**src/rtl/expr_pkg.sv**
```systemverilog
//------------------------------------------------------------------------------
// expr_pkg : shared constants, term record and FSM encoding for expr_tx
// Revision : 1.0
//------------------------------------------------------------------------------
`default_nettype none

package expr_pkg;

  localparam logic [7:0] CH_ZERO = 8'h30;
  localparam logic [7:0] CH_PLUS = 8'h2B;
  localparam logic [7:0] CH_STAR = 8'h2A;

  localparam logic [1:0] OP_PLUS = 2'b01;
  localparam logic [1:0] OP_STAR = 2'b10;

  typedef enum logic [1:0] {
    S_IDLE  = 2'd0,
    S_DIGIT = 2'd1,
    S_OP    = 2'd2
  } state_e;

  typedef struct packed {
    logic [3:0] digit;
    logic [1:0] op;
    logic       last;
  } term_t;

  // The operator of a final term is never emitted, so it is not checked.
  function automatic logic term_legal(input logic [3:0] digit,
                                      input logic [1:0] op,
                                      input logic       last);
    return (digit <= 4'd9) && (last || op == OP_PLUS || op == OP_STAR);
  endfunction

endpackage

`default_nettype wire

```
**src/rtl/term_fifo.sv**
```systemverilog
//------------------------------------------------------------------------------
// term_fifo : DEPTH-entry synchronous FIFO of term records, full/empty flags
// Revision  : 1.0
//------------------------------------------------------------------------------
`default_nettype none

module term_fifo
  import expr_pkg::*;
#(
  parameter int unsigned DEPTH = 4
) (
  input  logic  clk,
  input  logic  clr_n,
  input  logic  wr_en_i,
  input  term_t wr_data_i,
  input  logic  rd_en_i,
  output term_t rd_data_o,
  output logic  full_o,
  output logic  empty_o
);

  localparam int unsigned AW = $clog2(DEPTH);

  term_t          mem_q [DEPTH];
  logic  [AW:0]   wr_ptr_q;
  logic  [AW:0]   rd_ptr_q;
  logic           wr_fire;
  logic           rd_fire;

  // Pointers carry one wrap bit so full and empty are distinguishable.
  assign empty_o = (wr_ptr_q == rd_ptr_q);
  assign full_o  = (wr_ptr_q[AW] != rd_ptr_q[AW]) &&
                   (wr_ptr_q[AW-1:0] == rd_ptr_q[AW-1:0]);

  assign wr_fire = wr_en_i && !full_o;
  assign rd_fire = rd_en_i && !empty_o;

  always_ff @(posedge clk or negedge clr_n) begin
    if (!clr_n) begin
      wr_ptr_q <= '0;
      rd_ptr_q <= '0;
    end else begin
      if (wr_fire) wr_ptr_q <= wr_ptr_q + {{AW{1'b0}}, 1'b1};
      if (rd_fire) rd_ptr_q <= rd_ptr_q + {{AW{1'b0}}, 1'b1};
    end
  end

  always_ff @(posedge clk) begin
    if (wr_fire) mem_q[wr_ptr_q[AW-1:0]] <= wr_data_i;
  end

  assign rd_data_o = mem_q[rd_ptr_q[AW-1:0]];

endmodule

`default_nettype wire

```
**src/rtl/expr_tx.sv**
```systemverilog
//------------------------------------------------------------------------------
// expr_tx : term legality filter, term FIFO and ASCII expression serializer
// Revision: 1.0
//------------------------------------------------------------------------------
`default_nettype none

module expr_tx
  import expr_pkg::*;
#(
  parameter int unsigned DEPTH = 4
) (
  input  logic       clk,
  input  logic       clr_n,
  input  logic       term_valid,
  output logic       term_ready,
  input  logic [3:0] term_digit,
  input  logic [1:0] term_op,
  input  logic       term_last,
  output logic       out_valid,
  input  logic       out_ready,
  output logic [7:0] out_char,
  output logic       out_last,
  output logic       err,
  output logic [7:0] expr_cnt
);

  state_e     state_q, state_d;
  logic [7:0] expr_cnt_q;
  logic       err_q;

  term_t      head;
  term_t      wr_term;
  logic       fifo_full;
  logic       fifo_empty;
  logic       fifo_rd;
  logic       term_fire;
  logic       term_ok;
  logic       expr_done;

  assign term_ready = !fifo_full;
  assign term_fire  = term_valid && term_ready;
  assign term_ok    = term_legal(term_digit, term_op, term_last);
  assign wr_term    = '{digit: term_digit, op: term_op, last: term_last};

  term_fifo #(
    .DEPTH (DEPTH)
  ) u_fifo (
    .clk       (clk),
    .clr_n     (clr_n),
    .wr_en_i   (term_fire && term_ok),
    .wr_data_i (wr_term),
    .rd_en_i   (fifo_rd),
    .rd_data_o (head),
    .full_o    (fifo_full),
    .empty_o   (fifo_empty)
  );

  always_ff @(posedge clk or negedge clr_n) begin
    if (!clr_n) begin
      state_q    <= S_IDLE;
      expr_cnt_q <= 8'h00;
      err_q      <= 1'b0;
    end else begin
      state_q <= state_d;
      err_q   <= term_fire && !term_ok;
      if (expr_done) expr_cnt_q <= expr_cnt_q + 8'h01;
    end
  end

  // A term stays at the head through both its digit and operator bytes;
  // it is popped only once the operator (or a final digit) is accepted.
  always_comb begin
    state_d   = state_q;
    out_valid = 1'b0;
    out_char  = 8'h00;
    out_last  = 1'b0;
    fifo_rd   = 1'b0;
    expr_done = 1'b0;
    case (state_q)
      S_IDLE: begin
        if (!fifo_empty) state_d = S_DIGIT;
      end
      S_DIGIT: begin
        if (!fifo_empty) begin
          out_valid = 1'b1;
          out_char  = CH_ZERO + {4'h0, head.digit};
          out_last  = head.last;
          if (out_ready) begin
            if (head.last) begin
              fifo_rd   = 1'b1;
              expr_done = 1'b1;
              state_d   = S_IDLE;
            end else begin
              state_d = S_OP;
            end
          end
        end
      end
      S_OP: begin
        out_valid = 1'b1;
        out_char  = (head.op == OP_STAR) ? CH_STAR : CH_PLUS;
        if (out_ready) begin
          fifo_rd = 1'b1;
          state_d = S_DIGIT;
        end
      end
      default: state_d = S_IDLE;
    endcase
  end

  assign err      = err_q;
  assign expr_cnt = expr_cnt_q;

endmodule

`default_nettype wire

```
**config.mk**
```make
export PLATFORM = sky130hd
export DESIGN_NAME = expr_tx
export DESIGN_NICKNAME = d
export VERILOG_FILES = /design/src/rtl/expr_pkg.sv /design/src/rtl/term_fifo.sv /design/src/rtl/expr_tx.sv
export SDC_FILE = /design/constraint.sdc
export NUM_CORES = 1
export LEC_CHECK = 0
export ABC_AREA = 0
export CAP_MARGIN = 20
export CORE_AREA = 2 2 74 76
export DETAILED_ROUTE_END_ITERATION = 10
export DIE_AREA = 0 0 76 78
export PLACE_DENSITY = 0.68
export SLEW_MARGIN = 20
export SYNTH_ARGS = -nofsm -noshare
export SYNTH_HDL_FRONTEND = slang
export SYNTH_HIERARCHICAL = 1
export SYNTH_SLANG_ARGS = --single-unit
```
**constraint.sdc**
```tcl
create_clock -name clk -period 2.8 [get_ports clk]
set_input_delay 0.42 -clock clk [delete_from_list [all_inputs] [get_ports clk]]
set_output_delay 0.42 -clock clk [all_outputs]
set_load 0.01 [all_outputs]
```
==> results.sh, run 1 <==
export IMPL_hold_class="reg -> reg"
export IMPL_fin_crit_ns=2.674
export IMPL_hold_viol_final=0
export IMPL_fmax_mhz=374.0
export IMPL_globalRouteOverflowTotal=0
export IMPL_holdWs_ns=0.4692
export IMPL_postCtsSetupBuffers=0
export IMPL_setup_tns_ns=0
export IMPL_max_slew_margin=0.4569
export IMPL_vdd_ir_drop_max_uv=551.4
export IMPL_wl_per_cell_um=15.49
export IMPL_grt_pass1_vias=1433
export IMPL_wirelength_um=4011
export IMPL_placementRows=26
export IMPL_place_hpwl_um=3084
export IMPL_synthXorXnorAreaFrac=0.07666
export IMPL_synth_edff_count=28
export IMPL_synth_simple_gate_area_share=0.1052
export IMPL_via_count=1335
export IMPL_die_x_um=76
export IMPL_pin_count=31
export IMPL_ys_types=41
export IMPL_port_buffers=28
export IMPL_outcome="finished, final reports clean"
export IMPL_synth_compound_area_share=0.08394
export IMPL_core_area_mm2=0.005042
export IMPL_clk_pin_slew_ns=0.09
export IMPL_synthMuxAreaShare=0.07946
export IMPL_critPathTopFamily="buffers and inverters"
export IMPL_reg2reg_depth=9
export IMPL_critical_path_class="reg -> out"
export IMPL_maxCapViolCount=0
export IMPL_grt_max_degree=18
export IMPL_place_congestion=0.8765
export IMPL_ctsHtreeMaxLevel=2
export IMPL_viasPerCell=5.154
export IMPL_cts_sinks=45
export IMPL_worst_hold_startpoint="expr_cnt[7]"
export IMPL_drtPass1Iterations=4
export IMPL_layout_common_cells="clkdlybuf4s50_1 (28), edfxtp_1 (28), dfrtp_1 (15), nand2_1 (10), ha_1 (10)"
export IMPL_fin_nets=209
export IMPL_cts_hold_fix_buffers=0
export IMPL_slowest_stage="clkdlybuf4s50_1"
export IMPL_clock_skew_ns=0.007301
export IMPL_critical_path_max_stage_delay_ns=0.53
export IMPL_place_area_mm2=0.002610
export IMPL_synth_ff_type="edfxtp_1"
export IMPL_fin_util=0.5442
export IMPL_drc_errors=0
export IMPL_clockBufferDepth=2
export IMPL_syn_area_per_cell_um2=14.71
export IMPL_p_total_w=0.002913
export IMPL_grt_use_total=0.1479
export IMPL_ys_ff_latch=45
export IMPL_setup_viol=0
export IMPL_initial_core_util=0.4434
export IMPL_grt_pass1_wl_um=6844
export IMPL_worstPathMaxFanout=7
export IMPL_die_h_um=78
export IMPL_clk_latency_ns=0.30
export IMPL_antenna_cells=0
export IMPL_power_density_mw_per_mm2=1061
export IMPL_synth_adder_area_share=0.05596
export IMPL_holdPathEnd="expr_cnt[7]"
export IMPL_p_leak_nw=1.084
export IMPL_cts_tree="yes"
export IMPL_r2r_end="u_fifo/mem_q[3][6]"
export IMPL_drt_iter0_drc=54
export IMPL_ant_nets=0
export IMPL_rr_startpoint="u_fifo/rd_ptr_q[0]"
export IMPL_cp_num_buf_inv=1
export IMPL_async_reset_ff_frac=0.3778
export IMPL_dieArea_mm2=0.005928
export IMPL_antenna_found_initial=0
export IMPL_finalCritPeriodShare=0.9548
export IMPL_tightestPinTransition_ns=0.8122
export IMPL_ys_warn_count=6
export IMPL_r2r_slack_ns=0.55
export IMPL_cts_buffers=5
export IMPL_finalInstanceArea_mm2=0.002744
export IMPL_drive_gt1_frac=0.2169
export IMPL_cp_start_kind="register"
export IMPL_rsz0062_at_grt="false"
export IMPL_critPathRequiredTime_ns=2.38
export IMPL_fillers=407
export IMPL_postSynthCellCount=152
export IMPL_whs_path_depth=1
export IMPL_crit_path_cell_trace="xor2_2 -> nor3_2 -> and3b_2 -> a22o_1 -> clkdlybuf4s50_1"
export IMPL_synth_top_family_by_area="simple AND/OR/NAND/NOR gates"
export IMPL_final_max_slew_viol_count=0
export IMPL_netlist_area_mm2=0.002236
export IMPL_ys_seq_area_frac=0.5663
export IMPL_cp_arrival_ns=2.25
export IMPL_clock_root_buffer="clkbuf_8"
export IMPL_synthToLayoutAreaGrowth_pct=22.72
export IMPL_end_kind="output port"
## routing by layer
layer	vias up	global-route usage	part of all wire	routed length, um
met5	-	0	0	0
met1	661	0.1813	0.46	1827
met4	0	0.05091	0.0085	34
met2	35	0.2527	0.49	1965
met3	5	0.04186	0.046	184
li1	634	-	-	-
## stage by stage
step	worst slack (ns)	instances
global placement	0.3081	251
global route	0.01420	259
CTS	0.02783	259
finish	0.1265	259
floorplan	0.5652	153
detailed placement	0.2541	251
## where the power goes
| group | leakage [nW] | total (W) | internal (W) | switching [W] |
|---|---|---|---|---|
| registers | 0.472 | 0.00100 | 0.000848 | 0.000153 |
| logic | 0.552 | 0.00141 | 0.000708 | 0.000703 |
| clock network | 0.0603 | 0.000500 | 0.000273 | 0.000227 |
## cell type report
| type | instances | area, um^2 | area share |
|---|---|---|---|
| sequential | 45 | 1269 | 0.4624 |
| timing repair buffer | 34 | 325.3 | 0.1186 |
| clock buffer | 5 | 68.82 | 0.02508 |
| tap | 70 | 87.58 | 0.03192 |
| clock inverter | 3 | 50.05 | 0.01824 |
| inverter | 7 | 26.28 | 0.009576 |
| multi-input combinational | 95 | 917.1 | 0.3342 |
## kinds of logic (layout without fill, tap and decap cells)
group,count (synthesis),in the layout
other,1,2
adder cells (fa/ha/maj),10,10
AO/OA/AOI/OAI,22,22
flip-flops,45,45
buffers and inverters,13,49
multiplexers,9,9
XOR/XNOR,17,17
AND/OR/NAND/NOR,35,35
## synthesized netlist by cell type (6+ instances only)
cell | n | area [um^2]
dfrtp_1 | 17 | 425.4
edfxtp_1 | 28 | 840.8
ha_1 | 10 | 125.1
inv_1 | 7 | 26.28
mux4_2 | 7 | 157.7
nand2_1 | 10 | 37.54
xnor2_1 | 8 | 70.07
xor2_1 | 6 | 52.55
## worst max-delay path by stage
| stage | startpoint | endpoint | cells past startpoint |
|---|---|---|---|
| final | u_fifo/rd_ptr_q[0] | out_char[1] | 5 |
| after global routing | u_fifo/rd_ptr_q[0] | out_char[0] | 5 |
| after CTS | u_fifo/wr_ptr_q[0] | out_char[0] | 5 |
| after detailed placement | term_digit[1] | u_fifo/mem_q[3][3] | 8 |
| after global placement | term_digit[1] | u_fifo/mem_q[3][3] | 8 |
| after floorplan | u_fifo/rd_ptr_q[0] | out_char[5] | 7 |
## flip-flops by register name, summed over array words and instances, names as in the netlist
register,count
u_fifo/mem_q,28
u_fifo/rd_ptr_q,3
u_fifo/wr_ptr_q,3
expr_cnt,8
err,1
state_q,2
## worst register-to-register path, stage by stage, from the launching register on
cell and delay, ns:
dfrtp_2 0.50, buf_4 0.19, xnor2_2 0.19, nand3_2 0.13, inv_1 0.06, nor3b_1 0.24, buf_4 0.19, nand2_1 0.07
a31oi_2 0.19, buf_4 0.21
## timing repair
action	4_1_cts	5_1_grt
resized for setup	1	3
cloned	0	0
setup endpoints to repair	4	6
Note: power is estimated with default switching activity, not from simulation.
==> run 2: changes to the inputs <==
--- a/config.mk
+++ b/config.mk
@@ -7,9 +7,9 @@
 export LEC_CHECK = 0
 export ABC_AREA = 0
 export CAP_MARGIN = 20
-export CORE_AREA = 2 2 74 76
+export CORE_AREA = 2 2 88 64
 export DETAILED_ROUTE_END_ITERATION = 10
-export DIE_AREA = 0 0 76 78
+export DIE_AREA = 0 0 90 66
 export PLACE_DENSITY = 0.68
 export SLEW_MARGIN = 20
 export SYNTH_ARGS = -nofsm -noshare
==> run 2 against run 1 <==
  * Via count increased by 2.8%
  * Clock-buffer cell count increased by 1
  * Non-clock buffer count unchanged
  * Worst setup slack got worse by 0.050 ns
  * Cell count increased by 0.77%
  * Largest power group unchanged
==> results.sh, run 2 (same netlist as run 1, synthesis figures left out) <==
export IMPL_place_congestion=0.8913
export IMPL_grt_pass1_wl_um=6824
export IMPL_critPathRequiredTime_ns=2.38
export IMPL_drc_errors=0
export IMPL_clk_latency_ns=0.30
export IMPL_r2r_slack_ns=0.60
export IMPL_cp_arrival_ns=2.30
export IMPL_power_density_mw_per_mm2=1064
export IMPL_tightestPinTransition_ns=0.8311
export IMPL_max_slew_margin=0.4442
export IMPL_port_buffers=28
export IMPL_grt_pass1_vias=1337
export IMPL_met1_usage=0.1991
export IMPL_initial_core_util=0.4367
export IMPL_endpoint="out_char[0]"
export IMPL_clock_root_buffer="clkbuf_8"
export IMPL_setup_viol=0
export IMPL_grt_use_total=0.1530
export IMPL_core_area_mm2=0.005120
export IMPL_power_share_clock=0.166
export IMPL_hold_class="reg -> reg"
export IMPL_dieArea_mm2=0.005940
export IMPL_p_leak_nw=1.080
export IMPL_fin_nets=209
export IMPL_drt_iter0_drc=93
export IMPL_die_h_um=66
export IMPL_cts_tree="yes"
export IMPL_r2r_end="u_fifo/rd_ptr_q[1]"
export IMPL_end_kind="output port"
export IMPL_use_met3=0.05131
export IMPL_cp_start_kind="register"
export IMPL_cts_hold_fix_buffers=0
export IMPL_seqCellArea_mm2=0.001269
export IMPL_drtPass1Iterations=4
export IMPL_postCtsSetupBuffers=0
export IMPL_viasPerCell=5.261
export IMPL_placementRows=22
export IMPL_wirelength_um=4163
export IMPL_clock_skew_ns=0.01237
export IMPL_seqPwrFrac=0.348
export IMPL_fillers=440
export IMPL_reg2reg_depth=6
export IMPL_switchingPower_w=0.001081
export IMPL_fmax_mhz=367.1
export IMPL_drive_gt1_frac=0.2011
export IMPL_fin_crit_ns=2.724
export IMPL_grt_max_degree=18
export IMPL_cts_buffers=5
export IMPL_die_x_um=90
export IMPL_finalInstanceArea_mm2=0.002738
export IMPL_ctsHtreeMaxLevel=2
export IMPL_final_max_slew_viol_count=0
export IMPL_place_area_mm2=0.002613
export IMPL_rr_startpoint="u_fifo/rd_ptr_q[0]"
export IMPL_finalCritPeriodShare=0.9728
export IMPL_ant_nets=0
export IMPL_pin_count=31
export IMPL_critical_path_class="reg -> out"
export IMPL_outcome="finished, final reports clean"
export IMPL_crit_start="u_fifo/rd_ptr_q[0]"
export IMPL_p_total_w=0.002914
export IMPL_top_usage_layer="met2"
export IMPL_synthToLayoutAreaGrowth_pct=22.44
export IMPL_place_hpwl_um=3150
export IMPL_p_sw_frac=0.3710
export IMPL_globalRouteMet2Util=0.2444
export IMPL_p_comb_frac=0.486
export IMPL_maxCapViolCount=0
export IMPL_antenna_found_initial=0
export IMPL_clockBufferDepth=2
export IMPL_worstPathMaxFanout=8
export IMPL_cts_sinks=45
export IMPL_clk_pin_slew_ns=0.08
export IMPL_globalRouteOverflowTotal=0
export IMPL_antenna_cells=0
export IMPL_hold_viol_final=0
export IMPL_vdd_ir_drop_max_uv=338.3
export IMPL_internal_power_w=0.001833
export IMPL_largest_reg_flops=28
export IMPL_multi_input_area_um2=915.9
export IMPL_via_count=1373
export IMPL_layout_common_cells="clkdlybuf4s50_1 (28), edfxtp_1 (28), dfrtp_1 (15), nand2_1 (10), ha_1 (10)"
export IMPL_wl_per_cell_um=15.95
[run 2: changes by cell type in the layout (fill, tap and decap cells not counted), sizes merged]
cell    change
inv         -1
clkbuf      +1
[run 2: area by class of cell]
cell class | instances | area share
tap | 72 | 0.03291
sequential | 45 | 0.4634
clock inverter | 2 | 0.01417
inverter | 7 | 0.009598
timing repair buffer | 34 | 0.1188
clock buffer | 6 | 0.02651
multi-input combinational | 95 | 0.3346
[run 2: power by group through the flow]
stage	Clock, W	Combinational, W	Sequential (W)
2_1_floorplan	0	0.000949	0.000979
3_3_place_gp	0	0.00137	0.00100
3_5_place_dp	0	0.00141	0.00102
4_1_cts	0.000496	0.00142	0.00101
5_1_grt	0.000529	0.00153	0.00104
6_report	0.000484	0.00142	0.00101
[run 2: worst min-delay path by stage]
stage	startpoint	endpoint	depth (start not counted)
6_report	expr_cnt[7]	expr_cnt[7]	1
5_1_grt	expr_cnt[7]	expr_cnt[7]	1
4_1_cts	expr_cnt[7]	expr_cnt[7]	1
3_5_place_dp	expr_cnt[7]	expr_cnt[7]	1
3_3_place_gp	expr_cnt[7]	expr_cnt[7]	1
2_1_floorplan	clr_n	err	0
[run 2: timing repair]
action                                 4_1_cts  5_1_grt
resized for setup                            2        1
endpoints found under the hold margin        0        0
setup endpoints to repair                    7        6
[run 2: layer usage]
layer  wire length [um]  vias to the layer above  part of all wire
met2               1915                       38              0.46
met1               2026                      699              0.49
met5                  0                        -                 0
li1                   -                      634                 -
met3                196                        2             0.047
met4                 25                        0            0.0060
[run 2: stage by stage]
stage | setup TNS (ns) | worst slack, ns | hold WS (ns) | std cells | utilization
6_report | 0 | 0.07619 | 0.4845 | 261 | 0.5347
5_1_grt | -0.001954 | -0.001954 | 0.5088 | 261 | 0.5347
4_1_cts | 0 | 0.03671 | 0.4977 | 261 | 0.5325
3_5_place_dp | 0 | 0.2381 | 0.4863 | 253 | 0.5103
3_3_place_gp | 0 | 0.2983 | 0.4590 | 253 | 0.5103
2_1_floorplan | 0 | 0.5652 | 0.1244 | 153 | -
[run 2: critical path, cell delays in order, from the launching register on]
cell and delay [ns]:
dfrtp_2 0.52, xor2_4 0.25, nor3_1 0.28, and3b_2 0.29, a32o_1 0.21, clkdlybuf4s50_1 0.47
==> run 3: changes to the inputs <==
--- a/config.mk
+++ b/config.mk
@@ -11,6 +11,7 @@
 export DETAILED_ROUTE_END_ITERATION = 10
 export DIE_AREA = 0 0 90 66
 export PLACE_DENSITY = 0.68
+export REMOVE_ABC_BUFFERS = 1
 export SLEW_MARGIN = 20
 export SYNTH_ARGS = -nofsm -noshare
 export SYNTH_HDL_FRONTEND = slang
==> run 3 against run 2 <==
  * Hold slack lost 0.010 ns
  * Via count fell by 0.22%
  * Maximum frequency grew 0.33%
  * Clock skew shrank 0.0062 ns
  * Total power down 0.46%
  * Utilization is 0.42 points higher
  * First-iteration DRC count down 23%
  * Combinational power rose by 4%
  * Die area is the same
  * Largest power group unchanged
  * Flip-flop and latch count is the same
  * Register-to-register slack worse by 0.12 ns
==> results.sh, run 3 (same netlist as run 1, synthesis figures left out) <==
export IMPL_place_congestion=0.8487
export IMPL_cp_arrival_ns=2.29
export IMPL_ctsHtreeMaxLevel=2
export IMPL_synthToLayoutAreaGrowth_pct=23.39
export IMPL_hold_viol_final=0
export IMPL_fin_crit_ns=2.715
export IMPL_p_leak_nw=1.088
export IMPL_whs_path_depth=1
export IMPL_clk_pin_slew_ns=0.09
export IMPL_reg2reg_depth=7
export IMPL_grt_pass1_wl_um=6906
export IMPL_final_cell_count_no_fill=263
export IMPL_port_buffers=28
export IMPL_worstPathMaxFanout=7
export IMPL_cts_sinks=45
export IMPL_pin_count=31
export IMPL_cts_tree="yes"
export IMPL_clock_skew_ns=0.006124
export IMPL_clock_root_buffer="clkbuf_8"
export IMPL_drt_iter0_drc=72
export IMPL_p_total_w=0.002900
export IMPL_fmax_mhz=368.3
export IMPL_antenna_cells=0
export IMPL_viasPerCell=5.209
export IMPL_antenna_found_initial=0
export IMPL_place_hpwl_um=3130
export IMPL_clk_latency_ns=0.30
export IMPL_setup_tns_ns=0
export IMPL_wirelength_um=4181
export IMPL_grt_pass1_vias=1352
export IMPL_cts_hold_fix_buffers=0
export IMPL_dieArea_mm2=0.005940
export IMPL_fin_nets=211
export IMPL_finalCritPeriodShare=0.9696
export IMPL_vdd_ir_drop_max_uv=432.1
export IMPL_die_h_um=66
export IMPL_grt_max_degree=18
export IMPL_cp_start_kind="register"
export IMPL_core_area_mm2=0.005120
export IMPL_placementRows=22
export IMPL_globalRouteOverflowTotal=0
export IMPL_ant_nets=0
export IMPL_power_density_mw_per_mm2=1051
export IMPL_layout_common_cells="clkdlybuf4s50_1 (28), edfxtp_1 (28), dfrtp_1 (16), nand2_1 (10), ha_1 (10)"
export IMPL_dp_cells=254
export IMPL_wl_per_cell_um=15.90
export IMPL_maxCapViolCount=0
export IMPL_clockBufferDepth=2
export IMPL_fillers=442
export IMPL_r2r_slack_ns=0.48
export IMPL_tightestPinTransition_ns=0.8087
export IMPL_initial_core_util=0.4367
export IMPL_via_count=1370
export IMPL_largest_reg_flops=28
export IMPL_rsz0062_at_grt="false"
export IMPL_hold_class="reg -> reg"
export IMPL_die_x_um=90
export IMPL_max_slew_margin=0.4592
export IMPL_critical_path_class="reg -> out"
export IMPL_end_kind="output port"
export IMPL_drc_errors=0
export IMPL_drive_gt1_frac=0.2147
export IMPL_final_max_slew_viol_count=0
export IMPL_setup_viol=0
export IMPL_grt_use_total=0.1522
export IMPL_cts_buffers=5
export IMPL_drtPass1Iterations=4
export IMPL_critPathRequiredTime_ns=2.38
export IMPL_outcome="finished, final reports clean"
-- run 3: power by group --
part,total [W],switching (W),internal [W]
Clock,0.000406,0.000229,0.000177
Combinational,0.00148,0.000723,0.000759
Sequential,0.00101,0.000167,0.000846
Total,0.00290,0.00112,0.00178
-- run 3: path summary, 6_finish.rpt --
| check | from | to |
|---|---|---|
| worst max-delay path | u_fifo/rd_ptr_q[0] | out_last |
| worst min-delay path | expr_cnt[7] | expr_cnt[7] |
| worst max register to register | u_fifo/rd_ptr_q[0] | u_fifo/rd_ptr_q[1] |
| worst min register to register | expr_cnt[7] | expr_cnt[7] |
| max in group asynchronous | clr_n | u_fifo/rd_ptr_q[0] |
| min in group asynchronous | clr_n | state_q[1] |
-- run 3: final cells by class --
cell class / instances / area (um^2) / area share
multi-input cells: 95 / 932.1 / 0.3379
well taps: 72 / 90.09 / 0.03265
clock inverters: 3 / 21.27 / 0.007710
clock buffers: 5 / 68.82 / 0.02494
inverters: 7 / 26.28 / 0.009524
repair buffers: 36 / 352.8 / 0.1279
flip-flops and latches: 45 / 1267 / 0.4594
-- run 3: through the flow --
step	cell area, um^2	hold WS, ns	utilization	setup WS [ns]
floorplan	2197	0.1244	-	0.4239
global placement	2620	0.4577	0.5117	0.2896
detailed placement	2620	0.4638	0.5117	0.2415
CTS	2711	0.4801	0.5296	0.02854
global route	2759	0.5099	0.5389	0.01502
finish	2759	0.4745	0.5389	0.08510
-- run 3: timing repair --
action                     CTS  global route
buffers inserted             0             1
gates cloned                 0             0
setup endpoints to repair    6             6
gates resized for setup      1             3
-- run 3: metal layers --
layer | vias up | routed length, um | global-route usage | part of all wire
met5 | - | 0 | 0 | 0
met4 | 0 | 31 | 0.04615 | 0.0074
met3 | 4 | 186 | 0.03763 | 0.044
met2 | 37 | 1973 | 0.2368 | 0.47
met1 | 694 | 1988 | 0.2133 | 0.48
li1 | 635 | - | - | -
-- run 3: worst max-delay path, stage by stage (launching register included) --
cell and delay, ns:
dfrtp_2 0.54, buf_12 0.15, mux4_2 0.57, and3b_2 0.26, clkdlybuf4s50_1 0.48
